==> src/rtl/shift_rotate_if.sv <==
// Operand/result handshake bundle for the shift/rotate unit.
// The unit itself uses the slave modport; the producer/consumer side uses master.
interface shift_rotate_if #(
  parameter int N  = 16,
  parameter int SW = 4
);
  logic          in_valid;
  logic          in_ready;
  logic [N-1:0]  in_data;
  logic [SW-1:0] in_amt;
  logic [2:0]    in_op;
  logic          out_valid;
  logic          out_ready;
  logic [N-1:0]  out_data;
  logic          out_carry;
  logic          out_zero;
  logic          out_err;

  modport master (
    output in_valid, in_data, in_amt, in_op, out_ready,
    input  in_ready, out_valid, out_data, out_carry, out_zero, out_err
  );

  modport slave (
    input  in_valid, in_data, in_amt, in_op, out_ready,
    output in_ready, out_valid, out_data, out_carry, out_zero, out_err
  );
endinterface

==> src/rtl/shift_rotate_unit.sv <==
// Two-stage shift/rotate execution unit: S1 holds operands, S2 holds the
// result and flags. Stages advance independently so a full pipe still streams.
module shift_rotate_unit #(
  parameter int N  = 16,
  parameter int SW = 4
) (
  input logic           clk,
  input logic           reset,
  shift_rotate_if.slave bus
);

  typedef struct packed {
    logic         err;
    logic         carry;
    logic [N-1:0] data;
  } res_t;

  // Carry is the last bit leaving the word, taken from the operand at a-1
  // (right shifts) or N-a (left shift) by shifting one position short.
  function automatic res_t compute(input logic [N-1:0] d, input logic [SW-1:0] a,
                                   input logic [2:0] op);
    res_t         r;
    logic [2*N-1:0] dd;
    logic [N-1:0] sh;
    logic [SW-1:0] am1;
    logic         nz;
    dd      = {d, d};
    am1     = a - {{(SW-1){1'b0}}, 1'b1};
    nz      = (a != {SW{1'b0}});
    r.err   = 1'b0;
    r.carry = 1'b0;
    r.data  = d;
    sh      = {N{1'b0}};
    case (op)
      3'b000: begin
        dd      = dd >> a;
        r.data  = dd[N-1:0];
        r.carry = nz & r.data[N-1];
      end
      3'b001: begin
        dd      = dd << a;
        r.data  = dd[2*N-1:N];
        r.carry = nz & r.data[0];
      end
      3'b010: begin
        r.data  = d >> a;
        sh      = d >> am1;
        r.carry = nz & sh[0];
      end
      3'b011: begin
        r.data  = d << a;
        sh      = d << am1;
        r.carry = nz & sh[N-1];
      end
      3'b100: begin
        r.data  = $signed(d) >>> a;
        sh      = d >> am1;
        r.carry = nz & sh[0];
      end
      default: begin
        r.err   = 1'b1;
        r.carry = 1'b0;
        r.data  = d;
      end
    endcase
    return r;
  endfunction

  logic          s1_valid_r;
  logic [N-1:0]  s1_data_r;
  logic [SW-1:0] s1_amt_r;
  logic [2:0]    s1_op_r;
  logic          s2_valid_r;
  logic [N-1:0]  s2_data_r;
  logic          s2_carry_r;
  logic          s2_zero_r;
  logic          s2_err_r;
  logic          s1_adv_s;
  logic          s2_adv_s;
  res_t          res_s;

  assign s2_adv_s     = ~s2_valid_r | bus.out_ready;
  assign s1_adv_s     = ~s1_valid_r | s2_adv_s;
  assign bus.in_ready = s1_adv_s;

  // Result datapath from the S1 operands
  always_comb begin
    res_s = compute(s1_data_r, s1_amt_r, s1_op_r);
  end

  // S1 operand stage
  always_ff @(posedge clk) begin
    if (reset) begin
      s1_valid_r <= 1'b0;
      s1_data_r  <= {N{1'b0}};
      s1_amt_r   <= {SW{1'b0}};
      s1_op_r    <= 3'b000;
    end else if (s1_adv_s) begin
      s1_valid_r <= bus.in_valid;
      if (bus.in_valid) begin
        s1_data_r <= bus.in_data;
        s1_amt_r  <= bus.in_amt;
        s1_op_r   <= bus.in_op;
      end
    end
  end

  // S2 result stage; holds steady while the consumer stalls
  always_ff @(posedge clk) begin
    if (reset) begin
      s2_valid_r <= 1'b0;
      s2_data_r  <= {N{1'b0}};
      s2_carry_r <= 1'b0;
      s2_zero_r  <= 1'b0;
      s2_err_r   <= 1'b0;
    end else if (s2_adv_s) begin
      s2_valid_r <= s1_valid_r;
      if (s1_valid_r) begin
        s2_data_r  <= res_s.data;
        s2_carry_r <= res_s.carry;
        s2_zero_r  <= (res_s.data == {N{1'b0}});
        s2_err_r   <= res_s.err;
      end
    end
  end

  assign bus.out_valid = s2_valid_r;
  assign bus.out_data  = s2_data_r;
  assign bus.out_carry = s2_carry_r;
  assign bus.out_zero  = s2_zero_r;
  assign bus.out_err   = s2_err_r;

endmodule

==> src/flat_wrapper.sv <==
// flat-port wrapper written by rule: the top's interface ports become plain ports
module shift_rotate_unit_flat 
#(
  parameter int N  = 16,
  parameter int SW = 4
)
  (clk, reset, bus_in_valid, bus_in_data, bus_in_amt, bus_in_op, bus_out_ready, bus_in_ready, bus_out_valid, bus_out_data, bus_out_carry, bus_out_zero, bus_out_err);
  shift_rotate_if #(.N(N), .SW(SW)) bus_i ();
  input logic clk;
  input logic reset;
  input wire logic [$bits(bus_i.in_valid)-1:0] bus_in_valid;
  input wire logic [$bits(bus_i.in_data)-1:0] bus_in_data;
  input wire logic [$bits(bus_i.in_amt)-1:0] bus_in_amt;
  input wire logic [$bits(bus_i.in_op)-1:0] bus_in_op;
  input wire logic [$bits(bus_i.out_ready)-1:0] bus_out_ready;
  output wire logic [$bits(bus_i.in_ready)-1:0] bus_in_ready;
  output wire logic [$bits(bus_i.out_valid)-1:0] bus_out_valid;
  output wire logic [$bits(bus_i.out_data)-1:0] bus_out_data;
  output wire logic [$bits(bus_i.out_carry)-1:0] bus_out_carry;
  output wire logic [$bits(bus_i.out_zero)-1:0] bus_out_zero;
  output wire logic [$bits(bus_i.out_err)-1:0] bus_out_err;
  assign bus_i.in_valid = bus_in_valid;
  assign bus_i.in_data = bus_in_data;
  assign bus_i.in_amt = bus_in_amt;
  assign bus_i.in_op = bus_in_op;
  assign bus_i.out_ready = bus_out_ready;
  assign bus_in_ready = bus_i.in_ready;
  assign bus_out_valid = bus_i.out_valid;
  assign bus_out_data = bus_i.out_data;
  assign bus_out_carry = bus_i.out_carry;
  assign bus_out_zero = bus_i.out_zero;
  assign bus_out_err = bus_i.out_err;
  shift_rotate_unit #(.N(N), .SW(SW)) u_core (.clk(clk), .reset(reset), .bus(bus_i));
endmodule
==> config.mk <==
export PLATFORM = sky130hd
export DESIGN_NAME = shift_rotate_unit_flat
export DESIGN_NICKNAME = d
export VERILOG_FILES = /design/src/rtl/shift_rotate_if.sv /design/src/rtl/shift_rotate_unit.sv /design/src/flat_wrapper.sv
export SDC_FILE = /design/constraint.sdc
export NUM_CORES = 1
export LEC_CHECK = 0
export ABC_AREA = 1
export CAP_MARGIN = 5
export CELL_PAD_IN_SITES_DETAIL_PLACEMENT = 1
export CELL_PAD_IN_SITES_GLOBAL_PLACEMENT = 2
export CORE_UTILIZATION = 30
export CTS_CLUSTER_DIAMETER = 200
export DETAILED_ROUTE_END_ITERATION = 10
export DONT_BUFFER_PORTS = 1
export PLACE_DENSITY_LB_ADDON = 0.2
export SKIP_CTS_REPAIR_TIMING = 1
export SYNTH_ARGS = -nofsm -noshare
export SYNTH_HDL_FRONTEND = slang
export SYNTH_SLANG_ARGS = --single-unit
export TNS_END_PERCENT = 10
==> constraint.sdc <==
create_clock -name clk -period 5.8 [get_ports clk]
set_input_delay 0.87 -clock clk [delete_from_list [all_inputs] [get_ports clk]]
set_output_delay 0.87 -clock clk [all_outputs]
set_load 0.05 [all_outputs]
==> summary.txt, run 1 <==
Routing
  • Post-route DRC violation count: 0
  • Post-route ant nets: 0
  • Number of iterations in the first detailed-routing pass: 5
  • DR iter-0 viols: between 400 and 500
  • DR vias: between 4k and 5k
  • Drt total wl: 18900 µm
  • Vias per inst: approximately 5.5
  • Wire per inst: around 21 µm

Worst setup path
  • Worst r2r dst: u_core.bus.out_carry$_SDFFE_PP0P_
  • Crit-path cells: buf_4, clkinv_2, ha_1, inv_1, nand3_1, nand2_1, a31oi_1, o31ai_1, o21ai_0, o21ai_1, a21oi_1
  • Critical path type: reg -> reg
  • Slowest-stage cell, CP: ha_1
  • WP data arrival: 3.17 ns
  • CP required: 5.97 ns
  • Reg2Reg Setup Slack: between 2 and 3 ns
  • Worst flop-to-flop path startpoint: u_core.s1_amt_r[1]$_SDFFE_PP0P_
  • CP max stage delay: 0.59 ns
  • CP Capture Type: register
  • Max FO, Critical Path: 37
  • Worst reg-to-reg path cell count: 11
  • CP Launch Type: register

Global route
  • Tot GR Track Use: between 20% and 30%
  • First-pass GRT wire length: 29400 µm
  • Vias in the first global route: between 5k and 6k
  • Largest net degree at the start of global routing: 50
  • Initial antenna violation count: 0
  • Total grt overflow: 0

Timing
  • Final Max Slew Viols: 0
  • Final hold violation count: 0
  • Clock skew after layout: roughly 0.011 ns
  • Slew margin rel.: between 30% and 40%
  • Max Freq: ~330 MHz
  • Setup TNS: 0 ns
  • RSZ-0062 raised after global routing: no
  • Setup violators final: 0
  • Final setup margin: ~2.8 ns
  • Min cycle time layout: 3.00 ns
  • Fin crit share: around half
  • Worst slew pin tran: 0.969 ns

Floorplanning
  • Core footprint: around 13000 µm²
  • Die width: 120 µm
  • Row Count: between 40 and 50
  • Starting Density: between 30% and 40%
  • # IOs: 48
  • Die height: 120 µm
  • Die ar.: around 14000 µm²

Yosys
  • Post-synthesis cell type count: 40
  • Asr flop ratio synth: 0%
  • Synthesized instance count: roughly 750
  • Sequential element share of the synthesized area: a little over a fifth
  • #FFs+latches synth: 44
  • Yosys warns: 0
  • EDFF count, synth: 0
  • Synthesized area per cell: 5.59 µm²
  • Post-Syn Area: between 4000 and 5000 µm²
  • Syn nets: between 700 and 800
  • Main synth FF type: dfxtp_1

Clock tree
  • H-tree Lvls: 2
  • Clock latency on the worst-skew pair: 0.30 ns
  • Clk sinks: 44
  • Clock Tree Root: clkbuf_16
  • CTS tree: done
  • Max Root-Sink Buffers: 2
  • Reg clk slew, reported paths: around 0.070 ns
  • Num CTS Buffers: 5

Min path
  • Hold Startpoint: u_core.s1_op_r[0]$_SDFFE_PP0P_
  • Hold Crit Depth: 2
  • HP Class: reg -> reg
  • Hold EP: u_core.s1_op_r[0]$_SDFFE_PP0P_

Placed design
  • Area after DPL: 4240 µm²
  • Setup slack at placement: around 2.9 ns
  • Number of placed instances, taps included: around 900
  • Detail Placement HPWL: ~15000 µm
  • Final GP Congestion: ~0.94
  • IO Port Bufs: 0

Flow run
  • Max Cap Violations: 0

Final layout
  • Design Area, Final: roughly 4400 µm²
  • Finished Layout Cells: 901
  • Layout cell share with drive strength beyond 1: under 10%
  • Final net count: roughly 750
  • Antenna Cells: 0
  • Area grow syn2layout: 4.50%

Power
  • Pwr Density: approximately 250 nW/µm²
  • Leakage: between 2 and 2.5 nW
  • IR drop worst, VDD: 0.163 mV
  • Overall power: around 1.1 mW

Run status
  • Outcome: completed
-- power by group --
group          total (mW)  internal [mW]  switching, mW
registers           0.391          0.325         0.0670
clock network       0.305          0.172          0.134
logic               0.416          0.116          0.300
-- how the worst max path moves through the flow --
stage	from	to
after floorplan	bus_out_ready	u_core.s1_data_r[11]$_SDFFE_PP0P_
after global placement	u_core.s1_amt_r[1]$_SDFFE_PP0P_	u_core.bus.out_carry$_SDFFE_PP0P_
after detailed placement	u_core.s1_amt_r[1]$_SDFFE_PP0P_	u_core.bus.out_carry$_SDFFE_PP0P_
after CTS	u_core.s1_amt_r[1]$_SDFFE_PP0P_	u_core.bus.out_carry$_SDFFE_PP0P_
after global routing	u_core.s1_amt_r[1]$_SDFFE_PP0P_	u_core.bus.out_carry$_SDFFE_PP0P_
final	u_core.s1_amt_r[1]$_SDFFE_PP0P_	u_core.bus.out_carry$_SDFFE_PP0P_
-- area by class of cell --
cell class                      instances  area, µm²
Fill cell                            1858       9060
Sequential cell                        44        881
Timing Repair Buffer                    4       30.0
Multi-Input combinational cell        627       2940
Clock buffer                            6        139
Clock inverter                          2       15.0
Tap cell                              176        220
Inverter                               42        164
-- synthesized netlist by cell type (2+ instances only) --
master    count  area (µm²)
buf_6         3        33.8
nand3_2       4        40.0
o31ai_1       2        15.0
buf_1         4        15.0
nor2_2        2        12.5
nor2_1       66         248
nand3_1     155         776
a21oi_1      30         150
inv_2         6        22.5
buf_4         6        45.0
nor3_1        4        20.0
o21ai_1       7        35.0
o21ai_0      39         195
nand4_1       5        31.3
dfxtp_1      44         881
buf_2         9        45.0
or2_1         4        25.0
clkbuf_1     15        56.3
nand2_2      18         113
nand2_1     253         950
inv_4         2        12.5
or2_2         6        37.5
nand2_4       5        56.3
o211ai_1      9        67.6
xor2_1        2        17.5
inv_1        32         120
a31oi_1       6        37.5
-- per-stage QoR --
step	hold WS [ns]	utilization [%]
2_1_floorplan	0.469	-
3_3_place_gp	0.535	31.5
3_5_place_dp	0.558	31.5
5_1_grt	0.593	32.6
6_report	0.569	32.6
4_1_cts	0.568	32.6
-- per-layer routing --
layer | vias to the layer above | part of all wire, % | global-route usage (%)
met5 | - | 0 | 0
met1 | 2347 | 46 | 36.4
met4 | 0 | 5.0 | 13.3
li1 | 2429 | - | -
met3 | 50 | 5.3 | 3.30
met2 | 171 | 44 | 42.0
-- cells in the final DEF (no fill, tap or decap), drive strengths merged, types with 6 or more instances in the layout --
cell and count:
a21oi 31, a31oi 6, clkbuf 6, dfxtp 44, inv 40, nand2 277, nand3 159, nor2 69
o211ai 10, o21ai 46, or2 11
-- worst max-delay path, delay by kind of cell (launching register included) --
kind | cells | cell delay (ns)
buf+inv | 3 | 1.17
simple gates | 2 | 0.18
fa+ha+maj | 1 | 0.59
compound gates | 5 | 0.59
flops | 1 | 0.31
-- cell families after synthesis --
family	synth area share (%)
xor+xnor	0.626
compound gates	12.6
simple gates	56.5
flops	21.0
fa+ha+maj	0.298
buf+inv	9.03
-- state kept, by name (all words and copies together) (netlist names) --
register              count
u_core.s1_data_r         16
u_core.s1_amt_r           4
u_core.s1_valid_r         1
u_core.s1_op_r            3
u_core.bus.out_err        1
u_core.bus.out_data      16
u_core.bus.out_carry      1
u_core.bus.out_zero       1
u_core.bus.out_valid      1
(Power assumes the default switching activity.)
==> inputs of run 2 (changes only) <==
--- a/config.mk
+++ b/config.mk
@@ -5,7 +5,7 @@
 export SDC_FILE = /design/constraint.sdc
 export NUM_CORES = 1
 export LEC_CHECK = 0
-export ABC_AREA = 1
+export ABC_AREA = 0
 export CAP_MARGIN = 5
 export CELL_PAD_IN_SITES_DETAIL_PLACEMENT = 1
 export CELL_PAD_IN_SITES_GLOBAL_PLACEMENT = 2
==> constraint.sdc (replaced) <==
create_clock -name clk -period 2.8 [get_ports clk]
set_input_delay 0.42 -clock clk [delete_from_list [all_inputs] [get_ports clk]]
set_output_delay 0.42 -clock clk [all_outputs]
set_load 0.05 [all_outputs]
==> run 2 against run 1 <==
Net effect:
- hold slack worse by 0.39 ns
- clock-buffer cell count down 1
- fmax up 14%
- power up 90%
- sequential share of layout area down 2.7 points
- setup slack worse by 2.6 ns
- non-clock buffer count up 54
- design area up 16%
- sequential cell count unchanged
==> summary.txt, run 2 <==
Global route
  • Largest net degree at the start of global routing: 46 (was 50)
  • Initial antenna violation count: 0 (unchanged)
  • Tot GR Track Use: 24.4% (was 26.9%)
  • Vias in the first global route: 4649 (was 5007)
  • First-pass GRT wire length: 29100 µm (was 29400 µm)
  • Total grt overflow: 0 (unchanged)

Clock tree
  • H-tree Lvls: 2 (unchanged)
  • Reg clk slew, reported paths: 0.06 ns (was 0.07 ns)
  • Max Root-Sink Buffers: 2 (unchanged)
  • Clk sinks: 44 (unchanged)
  • CTS tree: done (unchanged)
  • Clock Tree Root: clkbuf_16 (unchanged)
  • Num CTS Buffers: 5 (unchanged)
  • Clock latency on the worst-skew pair: 0.30 ns (about the same)

Min path
  • HP Class: in -> reg (was reg -> reg)

Routing
  • DR iter-0 viols: 462 (was 419)
  • Drt total wl: 18600 µm (was 18900 µm)
  • Number of iterations in the first detailed-routing pass: 7 (was 5)
  • Post-route DRC violation count: 0 (unchanged)
  • Post-route ant nets: 0 (unchanged)
  • Wire per inst: 25.0 µm (was 20.9 µm)
  • DR vias: 4665 (was 4997)
  • Vias per inst: 6.30 (was 5.55)

Timing
  • Slew margin rel.: 21.9% (was 35.4%)
  • Max Freq: 380 MHz (was 334 MHz)
  • RSZ-0062 raised after global routing: no (unchanged)
  • Min cycle time layout: 2.63 ns (was 3.00 ns)
  • Worst slew pin tran: 1.17 ns (was 0.969 ns)
  • Fin crit share: 94.0% (was 51.6%)
  • Final setup margin: 0.169 ns (was 2.80 ns)
  • Clock skew after layout: 0.00532 ns (was 0.0115 ns)
  • Final hold violation count: 0 (unchanged)
  • Setup violators final: 0 (unchanged)
  • Final Max Slew Viols: 0 (unchanged)
  • Setup TNS: 0 ns (unchanged)

Final layout
  • Design Area, Final: 5110 µm² (was 4390 µm²)
  • Final core utilization: 34.9% (was 32.6%)
  • Area grow syn2layout: 12.3% (was 4.50%)
  • Fillcell total: 1766 (was 1858)
  • Layout cell share with drive strength beyond 1: 24.2% (was 8.41%)
  • Most frequent cells in the layout: nand2_1, a21oi_1, buf_4, nor2_1, dfxtp_1 (was nand2_1, nand3_1, nor2_1, dfxtp_1, o21ai_0)
  • Antenna Cells: 0 (unchanged)
  • Final net count: 584 (was 752)
  • Most common cell after layout, fill and taps aside: nand2_1 (unchanged)

Worst setup path
  • Reg2Reg Setup Slack: 0.17 ns (was 2.80 ns)
  • CP Capture Type: register (unchanged)
  • Max FO, Critical Path: 14 (was 37)
  • Critical path type: reg -> reg (unchanged)
  • WP data arrival: 2.86 ns (was 3.17 ns)
  • CP Launch Type: register (unchanged)
  • CP required: 3.03 ns (was 5.97 ns)

Power
  • Overall power: 2.12 mW (was 1.11 mW)
  • Leakage: 1.80 nW (was 2.19 nW)
  • IR drop worst, VDD: 0.331 mV (was 0.163 mV)
  • Pwr Density: 414 nW/µm² (was 254 nW/µm²)

Yosys
  • #FFs+latches synth: 44 (unchanged)
  • Syn nets: 587 (was 779)
  • Post-synth top area share: 19.4% (was 22.6%)
  • Sequential element share of the synthesized area: 19.4% (was 21.0%)
  • Main synth FF type: dfxtp_1 (unchanged)
  • Synthesized area per cell: 8.14 µm² (was 5.59 µm²)
  • Simple-gate share of the synthesized area: 20.2% (was 56.5%)
  • Synth Area in Adders: 0.275% (was 0.298%)
  • Xor/xnor share of the synthesized area: 0.577% (was 0.626%)
  • Asr flop ratio synth: 0% (unchanged)
  • Post-synthesis cell type count: 66 (was 40)
  • Mux contribution to synthesized area: 30.4% (was 0%)
  • Largest family of logic cells by synthesized area: multiplexers (was simple AND/OR/NAND/NOR gates)
  • Compound-gate portion of the synthesized area: 21.2% (was 12.6%)
  • Most common cell in the synthesized netlist: nand2_1 (unchanged)
  • Yosys warns: 0 (unchanged)
  • Post-Syn Area: 4550 µm² (was 4200 µm²)
  • EDFF count, synth: 0 (unchanged)
  • Top cells by count, synth: nand2_1, a21oi_1, nor2_1 (was nand2_1, nand3_1, nor2_1)
  • Synth area leader: dfxtp_1 (was nand2_1)
  • Synthesized instance count: 559 (was 751)
  • Synth top area cells: dfxtp_1, mux4_2, nand2_1 (was nand2_1, dfxtp_1, nand3_1)

Floorplanning
  • Core footprint: 14600 µm² (was 13500 µm²)
  • Starting Density: 31.1% (was 31.2%)
  • Die ar.: 15700 µm² (was 14500 µm²)
  • Row Count: 44 (was 42)
  • Die width: 125 µm (was 120 µm)
  • Die height: 125 µm (was 120 µm)
  • # IOs: 48 (unchanged)

Placed design
  • IO Port Bufs: 0 (unchanged)
  • Detail Placement HPWL: 14200 µm (was 14900 µm)
  • Final GP Congestion: 0.964 (was 0.938)
  • Setup slack at placement: -0.0561 ns (was 2.86 ns)
  • Area after DPL: 4940 µm² (was 4240 µm²)

Run status
  • Outcome: completed (unchanged)

Flow run
  • Max Cap Violations: 0 (unchanged)
-- run 2: area by class of cell --
| cell class | count | area, µm² | area share, % |
|---|---|---|---|
| flip-flops and latches | 44 | 890 | 17.4 |
| multi-input cells | 441 | 3330 | 65.1 |
| well taps | 184 | 230 | 4.50 |
| clock buffers | 5 | 125 | 2.45 |
| inverters | 6 | 22.5 | 0.441 |
| clock inverters | 3 | 18.8 | 0.367 |
| repair buffers | 58 | 498 | 9.74 |
-- run 2: metrics by stage --
stage,hold WS (ns),cells
floorplan,0.496,559
global placement,0.489,733
detailed placement,0.488,733
CTS,0.175,741
global route,0.164,741
finish,0.184,741
-- run 2: power breakdown --
part | switching (mW) | leakage (nW) | internal [mW]
Clock | 0.265 | 0.0736 | 0.329
Combinational | 0.399 | 1.36 | 0.319
Sequential | 0.143 | 0.363 | 0.661
Total | 0.807 | 1.80 | 1.31
-- run 2: logic make-up after synthesis --
logic type / after synthesis
xor+xnor: 3
mux: 86
fa+ha+maj: 1
compound gates: 145
simple gates: 206
flops: 44
buf+inv: 74
-- run 2: worst max-delay path, cell delays in order (launching register included) --
cell	delay, ns
dfxtp_1	0.78
nor2b_1	0.24
buf_4	0.23
nand2_1	0.09
a2bb2oi_1	0.41
a32oi_1	0.17
o22ai_1	0.35
nand4_1	0.14
o21ai_1	0.14
-- run 2: routing by layer --
metal  part of all wire [%]  global-route usage (%)
met5                      0                       0
met4                    3.8                    10.1
met3                    6.5                    4.49
met2                     45                    36.8
met1                     45                    34.1
-- run 2: worst paths after layout --
path	depth (start not counted)	to	start
setup reg to reg	8	u_core.bus.out_zero$_SDFFE_PP0P_	u_core.s1_op_r[2]$_SDFFE_PP0P_
hold reg to reg	2	u_core.bus.out_valid$_SDFFE_PP0P_	u_core.s1_valid_r$_SDFFE_PP0N_
setup / recovery	8	u_core.bus.out_zero$_SDFFE_PP0P_	u_core.s1_op_r[2]$_SDFFE_PP0P_
hold / removal	1	u_core.s1_amt_r[2]$_SDFFE_PP0P_	reset
